File: src/rtl/ldst_control_sequencer.sv
`default_nettype none
// ============================================================================
// ldst_control_sequencer : Moore control unit (fetch, ld/ldi/st/addi/nop/halt)
// Rev 1.0
// ============================================================================
module ldst_control_sequencer #(
  parameter int unsigned MEM_LAT = 1,
  parameter logic [4:0]  OP_LD   = 5'b00000,
  parameter logic [4:0]  OP_LDI  = 5'b00001,
  parameter logic [4:0]  OP_ST   = 5'b00010,
  parameter logic [4:0]  OP_ADDI = 5'b01100,
  parameter logic [4:0]  OP_NOP  = 5'b11010,
  parameter logic [4:0]  OP_HALT = 5'b11011
) (
  input  logic        Clock_i,
  input  logic        Reset_i,
  input  logic        Stop_i,
  input  logic [31:0] IR_i,
  output logic        PCout_o,
  output logic        MARin_o,
  output logic        IncPC_o,
  output logic        Zin_o,
  output logic        PCin_o,
  output logic        ZLOout_o,
  output logic        Read_o,
  output logic        MDRin_o,
  output logic        MDRout_o,
  output logic        IRin_o,
  output logic        Gra_o,
  output logic        Grb_o,
  output logic        Rin_o,
  output logic        Rout_o,
  output logic        BAout_o,
  output logic        Cout_o,
  output logic        Yin_o,
  output logic        write_o,
  output logic        ADD_o,
  output logic        Run_o,
  output logic [3:0]  Tstep_o
);

  typedef enum logic [4:0] {
    S_RESET, S_T0, S_T1, S_T2,
    S_LD_T3, S_LD_T4, S_LD_T5, S_LD_T6, S_LD_T7,
    S_LDI_T3, S_LDI_T4, S_LDI_T5,
    S_ST_T3, S_ST_T4, S_ST_T5, S_ST_T6, S_ST_T7,
    S_ADDI_T3, S_ADDI_T4, S_ADDI_T5,
    S_HALT
  } state_e;

  localparam logic [2:0] LAT_M1 = 3'(MEM_LAT - 1);

  state_e     state_q, state_d, next_instr;
  logic [2:0] wait_q, wait_d;
  logic       wait_done, enter_mem;
  logic       ir_unused;

  assign ir_unused = ^IR_i[26:0];
  assign wait_done = (wait_q == 3'd0);
  // Final step of every instruction: Stop diverts the machine to HALT
  assign next_instr = Stop_i ? S_HALT : S_T0;

  always_ff @(posedge Clock_i or posedge Reset_i) begin
    if (Reset_i) begin
      state_q <= S_RESET;
      wait_q  <= 3'd0;
    end else begin
      state_q <= state_d;
      wait_q  <= wait_d;
    end
  end

  always_comb begin
    state_d = state_q;
    case (state_q)
      S_RESET:   state_d = S_T0;
      S_T0:      state_d = S_T1;
      S_T1:      if (wait_done) state_d = S_T2;
      S_T2: begin
        case (IR_i[31:27])
          OP_LD:   state_d = S_LD_T3;
          OP_LDI:  state_d = S_LDI_T3;
          OP_ST:   state_d = S_ST_T3;
          OP_ADDI: state_d = S_ADDI_T3;
          OP_HALT: state_d = S_HALT;
          default: state_d = next_instr;
        endcase
      end
      S_LD_T3:   state_d = S_LD_T4;
      S_LD_T4:   state_d = S_LD_T5;
      S_LD_T5:   state_d = S_LD_T6;
      S_LD_T6:   if (wait_done) state_d = S_LD_T7;
      S_LD_T7:   state_d = next_instr;
      S_LDI_T3:  state_d = S_LDI_T4;
      S_LDI_T4:  state_d = S_LDI_T5;
      S_LDI_T5:  state_d = next_instr;
      S_ST_T3:   state_d = S_ST_T4;
      S_ST_T4:   state_d = S_ST_T5;
      S_ST_T5:   state_d = S_ST_T6;
      S_ST_T6:   state_d = S_ST_T7;
      S_ST_T7:   if (wait_done) state_d = next_instr;
      S_ADDI_T3: state_d = S_ADDI_T4;
      S_ADDI_T4: state_d = S_ADDI_T5;
      S_ADDI_T5: state_d = next_instr;
      S_HALT:    state_d = S_HALT;
      default:   state_d = S_RESET;
    endcase
  end

  assign enter_mem = (state_d != state_q) &&
                     ((state_d == S_T1) || (state_d == S_LD_T6) || (state_d == S_ST_T7));

  always_comb begin
    wait_d = wait_q;
    if (enter_mem)       wait_d = LAT_M1;
    else if (!wait_done) wait_d = wait_q - 3'd1;
  end

  always_comb begin
    PCout_o  = 1'b0; MARin_o  = 1'b0; IncPC_o = 1'b0; Zin_o   = 1'b0;
    PCin_o   = 1'b0; ZLOout_o = 1'b0; Read_o  = 1'b0; MDRin_o = 1'b0;
    MDRout_o = 1'b0; IRin_o   = 1'b0; Gra_o   = 1'b0; Grb_o   = 1'b0;
    Rin_o    = 1'b0; Rout_o   = 1'b0; BAout_o = 1'b0; Cout_o  = 1'b0;
    Yin_o    = 1'b0; write_o  = 1'b0; ADD_o   = 1'b0;
    Run_o    = 1'b1; Tstep_o  = 4'd0;
    case (state_q)
      S_T0: begin
        PCout_o = 1'b1; MARin_o = 1'b1; IncPC_o = 1'b1; Zin_o = 1'b1; Tstep_o = 4'd1;
      end
      S_T1: begin
        ZLOout_o = 1'b1; PCin_o = 1'b1; Read_o = 1'b1; MDRin_o = 1'b1; Tstep_o = 4'd2;
      end
      S_T2: begin
        MDRout_o = 1'b1; IRin_o = 1'b1; Tstep_o = 4'd3;
      end
      S_LD_T3, S_LDI_T3, S_ST_T3: begin
        Grb_o = 1'b1; BAout_o = 1'b1; Yin_o = 1'b1; Tstep_o = 4'd4;
      end
      S_ADDI_T3: begin
        Grb_o = 1'b1; Rout_o = 1'b1; Yin_o = 1'b1; Tstep_o = 4'd4;
      end
      S_LD_T4, S_LDI_T4, S_ST_T4, S_ADDI_T4: begin
        Cout_o = 1'b1; ADD_o = 1'b1; Zin_o = 1'b1; Tstep_o = 4'd5;
      end
      S_LD_T5, S_ST_T5: begin
        ZLOout_o = 1'b1; MARin_o = 1'b1; Tstep_o = 4'd6;
      end
      S_LDI_T5, S_ADDI_T5: begin
        ZLOout_o = 1'b1; Gra_o = 1'b1; Rin_o = 1'b1; Tstep_o = 4'd6;
      end
      S_LD_T6: begin
        Read_o = 1'b1; MDRin_o = 1'b1; Tstep_o = 4'd7;
      end
      S_ST_T6: begin
        Gra_o = 1'b1; Rout_o = 1'b1; MDRin_o = 1'b1; Tstep_o = 4'd7;
      end
      S_LD_T7: begin
        MDRout_o = 1'b1; Gra_o = 1'b1; Rin_o = 1'b1; Tstep_o = 4'd8;
      end
      S_ST_T7: begin
        write_o = 1'b1; Tstep_o = 4'd8;
      end
      S_HALT: begin
        Run_o = 1'b0; Tstep_o = 4'd15;
      end
      default: Run_o = 1'b0;
    endcase
  end

endmodule
`default_nettype wire

File: config.mk
export PLATFORM = sky130hd
export DESIGN_NAME = ldst_control_sequencer
export DESIGN_NICKNAME = d
export VERILOG_FILES = /design/src/rtl/ldst_control_sequencer.sv
export SDC_FILE = /design/constraint.sdc
export NUM_CORES = 1
export LEC_CHECK = 0
export ABC_AREA = 1
export CAP_MARGIN = 20
export CELL_PAD_IN_SITES_DETAIL_PLACEMENT = 1
export CELL_PAD_IN_SITES_GLOBAL_PLACEMENT = 2
export CORE_ASPECT_RATIO = 0.75
export CORE_UTILIZATION = 18
export CTS_CLUSTER_SIZE = 40
export DETAILED_ROUTE_END_ITERATION = 7
export GPL_ROUTABILITY_DRIVEN = 0
export GPL_TIMING_DRIVEN = 0
export PLACE_DENSITY = 0.88
export SLEW_MARGIN = 25
export SYNTH_ARGS = -nofsm -noshare
export SYNTH_HDL_FRONTEND = slang
export SYNTH_SLANG_ARGS = --single-unit
File: constraint.sdc
create_clock -name Clock_i -period 1.7 [get_ports Clock_i]
set_input_delay 0.34 -clock Clock_i [delete_from_list [all_inputs] [get_ports Clock_i]]
set_output_delay 0.34 -clock Clock_i [all_outputs]
set_load 0.1 [all_outputs]
==> flow_summary.ini, run 1 <==
[sta]
finalCritPeriodShare = 1.30
final-hold-violation-count = 0
final-max-slew-violation-count = 0
fin_ws_ns = -0.508
hold_ws_ns = 0.368
worst_slew_pin_slew_ns = 0.335
max_freq_mhz = 453
min_period_ns = 2.21
finClkSkew_ns = 0.00622
setup_viol = 27
rsz0062_at_grt = yes
max_slew_margin = 0.777

[synthesis]
syn-num-nets = 251
synth-seq-cells = 8
synth_cell_type_count = 25
syn_avg_cell_area_um2 = 5.89
ys_warn_count = 0
netlist_area_um2 = 1260
synth_cells = 214
synth_seq_area_share = 0.159

[cells_and_area]
final_common_cell = nand2_1
seqCellArea_um2 = 204
area_growth_pct = 115
nFillCells = 789
multiInputGateArea_um2 = 1210
nets = 328
drive_above_1_share = 0.569
n_antenna_cell = 0
final_cell_mix = 37 x nand2_1, 25 x buf_4, 22 x buf_6, 22 x buf_12, 18 x nor2_1

[floorplanning]
core_um2 = 6800
ioPinCount = 59
fp-row-count = 26
start_util = 0.185
die_width_um = 98.7
die-area_um2 = 7350
fp.dieH_um = 74.5

[critical_path]
r2r_cells = 15
crit_fanout = 4
cpPeakStageDelay_ns = 0.41
end_kind = primary output
cp_slowest_cell = dfrtp_1
required_ns = 1.36
r2r_start = state_q[4]$_DFF_PP0_
path_cells = inv_2, nand2_1, nor2_2, nand2_2, nand4_1, nor2_2, nand4_1, buf_8
critPathKind = reg -> out
regToRegSetupSlack_ns = -0.38
worst_ep_arrival_time_ns = 1.87
start_kind = flip-flop
r2r_end = wait_q[2]$_DFFE_PP0P_

[cts]
ctsHoldBuffers = 0
numClockSinks = 8
clk_latency_ns = 0.24
cts_root_buf = clkbuf_8
cts.htree.levels = 1
clkTransAtPathRegs_ns = 0.05
cts.path.max_buffers = 2
cts_tree = built
numCtsBuffers = 3

[drt]
final_antenna_net_count = 0
vias = 1827
remaining_drc_errors = 0
first_pass_iters = 4
post_drt_wl_per_cell_um = 18.3
wirelength_um = 6840
drtIter0Drc = 106
viasPerCell = 4.89

[global_routing]
grt_usage = 0.168
antenna_found_initial = 0
grt_pass1_vias = 1814
overflow = 0
grt_pass1_wl_um = 9410
grt_max_degree = 11

[status]
status = finished, violations left
violations = setup timing

[run]
cap_violations = 0

[place]
port_buffers = 31
place_ws_ns = -1.25
hpwl_um = 3840

[min_path]
min_path_type = in -> async
==> worst max-delay path by stage <==
stage	start	endpoint	slack (ns)	cells past startpoint
6_report	state_q[4]$_DFF_PP0_	Tstep_o[0]	-0.51	8
5_1_grt	state_q[1]$_DFF_PP0_	Run_o	-0.57	8
4_1_cts	state_q[0]$_DFF_PP0_	Tstep_o[0]	-0.40	7
3_5_place_dp	state_q[2]$_DFF_PP0_	Run_o	-1.25	7
3_3_place_gp	state_q[2]$_DFF_PP0_	Run_o	-1.23	7
2_1_floorplan	state_q[1]$_DFF_PP0_	Tstep_o[0]	-1.64	7
==> routing by layer <==
layer	GRT usage	up-vias	wire (um)
li1	-	844	-
met1	0.214	883	2720
met2	0.293	76	3500
met3	0.0216	24	343
met4	0.0663	0	277
met5	0	-	0
==> flip-flops by register name, indices dropped and copies added, names as in the netlist <==
signal   flops
wait_q       3
state_q      5
==> metrics by stage <==
stage                     area, um^2  std cells  utilization  TNS (ns)
after global placement          1810        329        0.266    -25.32
after global routing            2710        374        0.399    -10.83
after CTS                       2380        353        0.349     -6.86
after detailed placement        1810        329        0.266    -25.89
after floorplan                 1390        214            -    -11.47
final                           2710        374        0.399     -9.10
==> cells by family after synthesis <==
logic type	Yosys count	share of synthesized area
and+or+nand+nor	149	0.613
buffers and inverters	39	0.135
AOI/OAI and AO/OA	14	0.0595
DFF	8	0.159
xor gates and xnor gates	2	0.0139
adders and majority gates	2	0.0198
==> synth_stat cells <==
library cell,count,area share
nand3b_2,1,0.0089
nor2_8,1,0.016
nor2_4,3,0.027
nand3_2,8,0.063
buf_4,4,0.024
o211ai_1,2,0.012
inv_1,22,0.065
ha_1,2,0.020
o21ai_1,3,0.012
nand3_1,26,0.10
nor3_1,3,0.012
clkinv_4,1,0.0069
inv_2,9,0.027
nand2_1,55,0.16
nand2_2,2,0.0099
nand4_1,10,0.050
nor2_1,28,0.083
buf_2,3,0.012
nor2_2,9,0.045
nand3_4,1,0.014
o21ai_0,6,0.024
nand2_4,2,0.018
dfrtp_1,8,0.16
a21oi_1,3,0.012
xor2_1,2,0.014
==> critical path: cells and delay by family (launching register included) <==
kind / cells / cell delay, ns
AND/OR/NAND/NOR: 6 / 0.88
flip-flops: 1 / 0.41
buffers and inverters: 2 / 0.35
==> layout make-up <==
type	count	area share
Clock buffer	4	0.0166
Multi-Input combinational cell	167	0.447
Inverter	32	0.0572
Buffer	7	0.0263
Timing Repair Buffer	72	0.339
Sequential cell	8	0.0752
Tap cell	84	0.0387
==> repair_timing <==
| action | 4_1_cts | 5_1_grt |
|---|---|---|
| buffers inserted | 20 | 21 |
| endpoints found under the setup margin | 28 | 28 |
| resized for setup | 247 | 43 |
| pin swaps | 21 | 32 |
Power of run 1 is not shown: default switching activity piles up to over one toggle a cycle in this logic, so the estimate is an artifact.
==> run 2: changes to the inputs <==
--- a/config.mk
+++ b/config.mk
@@ -10,6 +10,7 @@
 export CELL_PAD_IN_SITES_DETAIL_PLACEMENT = 1
 export CELL_PAD_IN_SITES_GLOBAL_PLACEMENT = 2
 export CORE_ASPECT_RATIO = 0.75
+export CORE_MARGIN = 8
 export CORE_UTILIZATION = 18
 export CTS_CLUSTER_SIZE = 40
 export DETAILED_ROUTE_END_ITERATION = 7
==> flow_summary.ini, run 2 (synthesis results as in run 1) <==
[drt]
vias = 1745
wirelength_um = 6560
drtIter0Drc = 85
viasPerCell = 4.77
post_drt_wl_per_cell_um = 17.9
remaining_drc_errors = 0
final_antenna_net_count = 0
first_pass_iters = 4

[sta]
hold_ws_ns = 0.377
finClkSkew_ns = 0.00576
finalCritPeriodShare = 1.33
max_freq_mhz = 441
rsz0062_at_grt = yes
fin_ws_ns = -0.568
max_slew_margin = 0.756
worst_slew_pin_slew_ns = 0.364
final-max-slew-violation-count = 0
final-hold-violation-count = 0
min_period_ns = 2.27
setup_viol = 27

[run]
cap_violations = 0

[critical_path]
required_ns = 1.36
cpMostUsedCell = nand4_1
end_kind = primary output
critPathKind = reg -> out
crit_fanout = 6
cpPeakStageDelay_ns = 0.50
path_cells = buf_4, nor2_4, nand3_2, nand4_1, nor2_2, nand4_1, buf_12
crit_buf_inv = 2
start_kind = flip-flop
worst_ep_arrival_time_ns = 1.93
path_delay_family = simple AND/OR/NAND/NOR gates
cp_slowest_cell = dfrtp_2

[cells_and_area]
nFillCells = 798
final_common_cell = nand2_1
seqCellArea_um2 = 204
stdcell_area_um2 = 2600
n_antenna_cell = 0
drive_above_1_share = 0.525
nets = 320
largest_register = state_q
multiInputGateArea_um2 = 1170
reg.largest.list = state_q x5, wait_q x3
final_cell_mix = 42 x nand2_1, 25 x buf_4, 25 x buf_12
largest_reg_flops = 5
post-route-util = 0.383
area_growth_pct = 106

[floorplanning]
start_util = 0.185
core_um2 = 6800
fp-row-count = 26
ioPinCount = 59
die-area_um2 = 9970
die_width_um = 113
fp.dieH_um = 88.5

[cts]
cts.path.max_buffers = 2
cts_tree = built
ctsHoldBuffers = 0
cts.htree.levels = 1
clk_latency_ns = 0.23
cts_root_buf = clkbuf_8
numCtsBuffers = 3
numClockSinks = 8
clkTransAtPathRegs_ns = 0.05

[min_path]
min_path_type = in -> async

[global_routing]
grt_pass1_wl_um = 9540
grt_usage = 0.120
grt_pass1_vias = 1789
antenna_found_initial = 0
grt_max_degree = 11
overflow = 0

[status]
violations = setup timing
status = finished, violations left

[place]
port_buffers = 31
place_ws_ns = -1.22
place_area_um2 = 1810
hpwl_um = 4080
-- run 2: changes by cell type in the layout (fill, tap and decap cells not counted), moves of 2 or more --
| cell | before | now |
|---|---|---|
| buf_12 | 22 | 25 |
| buf_6 | 22 | 13 |
| buf_8 | 3 | 1 |
| inv_4 | 5 | 3 |
| nand2_1 | 37 | 42 |
| nand2_2 | 14 | 8 |
| nand3_1 | 17 | 19 |
| nor2_4 | 11 | 9 |
-- run 2: what timing repair did --
action,in CTS,in global routing
gates resized for setup,243,33
pin swaps,20,14
setup buffers,16,19
endpoints found under the setup margin,27,28
-- run 2: path summary, 6_finish.rpt --
| check | from | endpoint | slack (ns) | cells past startpoint |
|---|---|---|---|---|
| max in group asynchronous | Reset_i | state_q[0]$_DFF_PP0_ | 1.04 | 2 |
| max | state_q[1]$_DFF_PP0_ | Tstep_o[0] | -0.57 | 7 |
| max reg2reg | state_q[0]$_DFF_PP0_ | wait_q[2]$_DFFE_PP0P_ | -0.40 | 12 |
| min in group Clock_i | wait_q[2]$_DFFE_PP0P_ | wait_q[2]$_DFFE_PP0P_ | 0.56 | 3 |
| min reg2reg | wait_q[2]$_DFFE_PP0P_ | wait_q[2]$_DFFE_PP0P_ | 0.56 | 3 |
| min | Reset_i | state_q[2]$_DFF_PP0_ | 0.38 | 2 |
-- run 2: final cells by class --
cell class                      instances  area share
Buffer                                  7      0.0293
Timing Repair Buffer                   64       0.324
Sequential cell                         8      0.0783
Tap cell                               84      0.0404
Clock buffer                            4      0.0173
Inverter                               32      0.0596
Multi-Input combinational cell        167       0.451
-- run 2: worst register-to-register path: stages, from the launching register on --
cell and delay, ns:
dfrtp_2 0.53, clkinv_4 0.15, buf_4 0.17, o211ai_1 0.25
nand3_1 0.14, nor2_2 0.20, nand2_4 0.09, inv_2 0.06
nand2_1 0.04, nand2_1 0.09, nor2_2 0.05, nor2_2 0.15
nor2_1 0.06
-- run 2: routing by layer --
layer	up-vias	GRT usage	part of all wire	routed length [um]
li1	830	-	-	-
met1	861	0.151	0.45	2980
met5	-	0	0	0
met3	10	0.0184	0.034	225
met4	0	0.0220	0.017	111
met2	44	0.212	0.50	3250
-- run 2: through the flow --
stage | TNS [ns] | cells
after floorplan | -11.47 | 214
after global placement | -25.41 | 329
after detailed placement | -25.62 | 329
after CTS | -7.34 | 349
after global routing | -10.78 | 366
final | -9.03 | 366
Power of run 2 is left out for the same reason.
==> run 3: changes to the inputs <==
--- a/config.mk
+++ b/config.mk
@@ -12,6 +12,7 @@
 export CORE_ASPECT_RATIO = 0.75
 export CORE_MARGIN = 8
 export CORE_UTILIZATION = 18
+export CTS_BUF_LIST = sky130_fd_sc_hd__clkbuf_2 sky130_fd_sc_hd__clkbuf_4 sky130_fd_sc_hd__clkbuf_8
 export CTS_CLUSTER_SIZE = 40
 export DETAILED_ROUTE_END_ITERATION = 7
 export GPL_ROUTABILITY_DRIVEN = 0
@@ -21,3 +22,4 @@
 export SYNTH_ARGS = -nofsm -noshare
 export SYNTH_HDL_FRONTEND = slang
 export SYNTH_SLANG_ARGS = --single-unit
+export TNS_END_PERCENT = 10
==> flow_summary.ini, run 3 (synthesis results as in run 1) <==
[status]
status = finished, violations left
violations = setup timing

[critical_path]
crit_fanout = 6
end_kind = primary output
cpMostUsedCell = nor2_4
critPathKind = reg -> out
start_kind = flip-flop
required_ns = 1.36
cpPeakStageDelay_ns = 0.49
path_cells = buf_6, nor2_4, nand3_2, o211ai_1, buf_4, nor2_4, nand2_2, buf_12
cp_slowest_cell = dfrtp_2
worst_ep_arrival_time_ns = 1.81

[drt]
top_layer = met4
first_pass_iters = 4
remaining_drc_errors = 0
drtIter0Drc = 68
wl_met2_um = 2710
viasPerCell = 4.65
dr_wl_met3_um = 285
final_antenna_net_count = 0
wirelength_um = 5760
vias = 1651
met1_length_um = 2660
post_drt_wl_per_cell_um = 16.2

[global_routing]
grt_pass1_wl_um = 9320
antenna_found_initial = 0
grt_usage = 0.118
grt_pass1_vias = 1754
grt_max_degree = 11
overflow = 0

[min_path]
min_path_type = in -> async

[floorplanning]
ioPinCount = 59
fp.dieH_um = 88.5
core_um2 = 6800
start_util = 0.185
die_width_um = 113
fp-row-count = 26
die-area_um2 = 9970

[sta]
min_period_ns = 2.15
setup_viol = 27
finClkSkew_ns = 0.00132
fin_ws_ns = -0.451
rsz0062_at_grt = yes
max_slew_margin = 0.775
final-hold-violation-count = 0
hold_ws_ns = 0.389
final-max-slew-violation-count = 0
worst_slew_pin_slew_ns = 0.337
tns_ns = -7.17
finalCritPeriodShare = 1.27
max_freq_mhz = 465

[cts]
numCtsBuffers = 3
cts.htree.levels = 1
clkTransAtPathRegs_ns = 0.04
ctsHoldBuffers = 0
cts_root_buf = clkbuf_8
clk_latency_ns = 0.23
numClockSinks = 8
cts.path.max_buffers = 2
cts_tree = built

[cells_and_area]
n_antenna_cell = 0
final_common_cell = nand2_1
final_cell_mix = 48 x nand2_1, 23 x buf_4, 20 x buf_12
largest_reg_flops = 5
post-route-util = 0.346
drive_above_1_share = 0.498
largest_register = state_q
nets = 309
area_growth_pct = 86.3
nFillCells = 817
reg.largest.list = state_q x5, wait_q x3

[place]
port_buffers = 31
hpwl_um = 4080

[run]
cap_violations = 0
run 3: changes by cell type in the layout (fill, tap and decap cells not counted), moves of 5 or more:
cell,change
buf_12,-5
buf_6,-5
nand2_1,+6
nand3_2,+8
nand3_4,-6
run 3: worst max-delay path, delay by kind of cell, from the launching register on:
| family | cells | cell delay, ns |
|---|---|---|
| DFF | 1 | 0.49 |
| buffers and inverters | 3 | 0.52 |
| and+or+nand+nor | 4 | 0.40 |
| AOI/OAI and AO/OA | 1 | 0.15 |
run 3: per-stage QoR:
stage	std cells	setup WS, ns	area [um^2]
5_1_grt	355	-0.546	2350
3_3_place_gp	329	-1.20	1710
3_5_place_dp	329	-1.19	1710
2_1_floorplan	214	-1.64	1300
4_1_cts	349	-0.364	2180
6_report	355	-0.451	2350
run 3: what timing repair did:
action / in CTS / in global routing
pin swaps: 15 / 10
setup endpoints to repair: 27 / 30
resized for setup: 238 / 34
setup buffers: 17 / 6
run 3: worst paths after layout:
check	startpoint	end	slack, ns	depth (start not counted)
worst max register to register	state_q[2]$_DFF_PP0_	wait_q[2]$_DFFE_PP0P_	-0.31	13
worst min-delay path	Reset_i	state_q[2]$_DFF_PP0_	0.39	2
worst max-delay path	state_q[1]$_DFF_PP0_	Tstep_o[2]	-0.45	8
max in group asynchronous	Reset_i	state_q[0]$_DFF_PP0_	1.04	2
min in group Clock_i	wait_q[2]$_DFFE_PP0P_	wait_q[2]$_DFFE_PP0P_	0.56	3
worst min register to register	wait_q[2]$_DFFE_PP0P_	wait_q[2]$_DFFE_PP0P_	0.56	3
run 3: cell type report:
class | instances | area [um^2] | share of cell area
sequential | 8 | 204 | 0.0868
tap | 84 | 105 | 0.0447
buffer | 7 | 63.8 | 0.0272
inverter | 32 | 138 | 0.0586
clock buffer | 4 | 48.8 | 0.0208
timing repair buffer | 53 | 699 | 0.298
multi-input combinational | 167 | 1090 | 0.464
run 3: layer usage:
metal  track usage  up-vias
met5             0        -
met4        0.0305        0
met3        0.0266       10
met2         0.205       37
met1         0.146      796
li1              -      808
Power of run 3 is left out for the same reason.
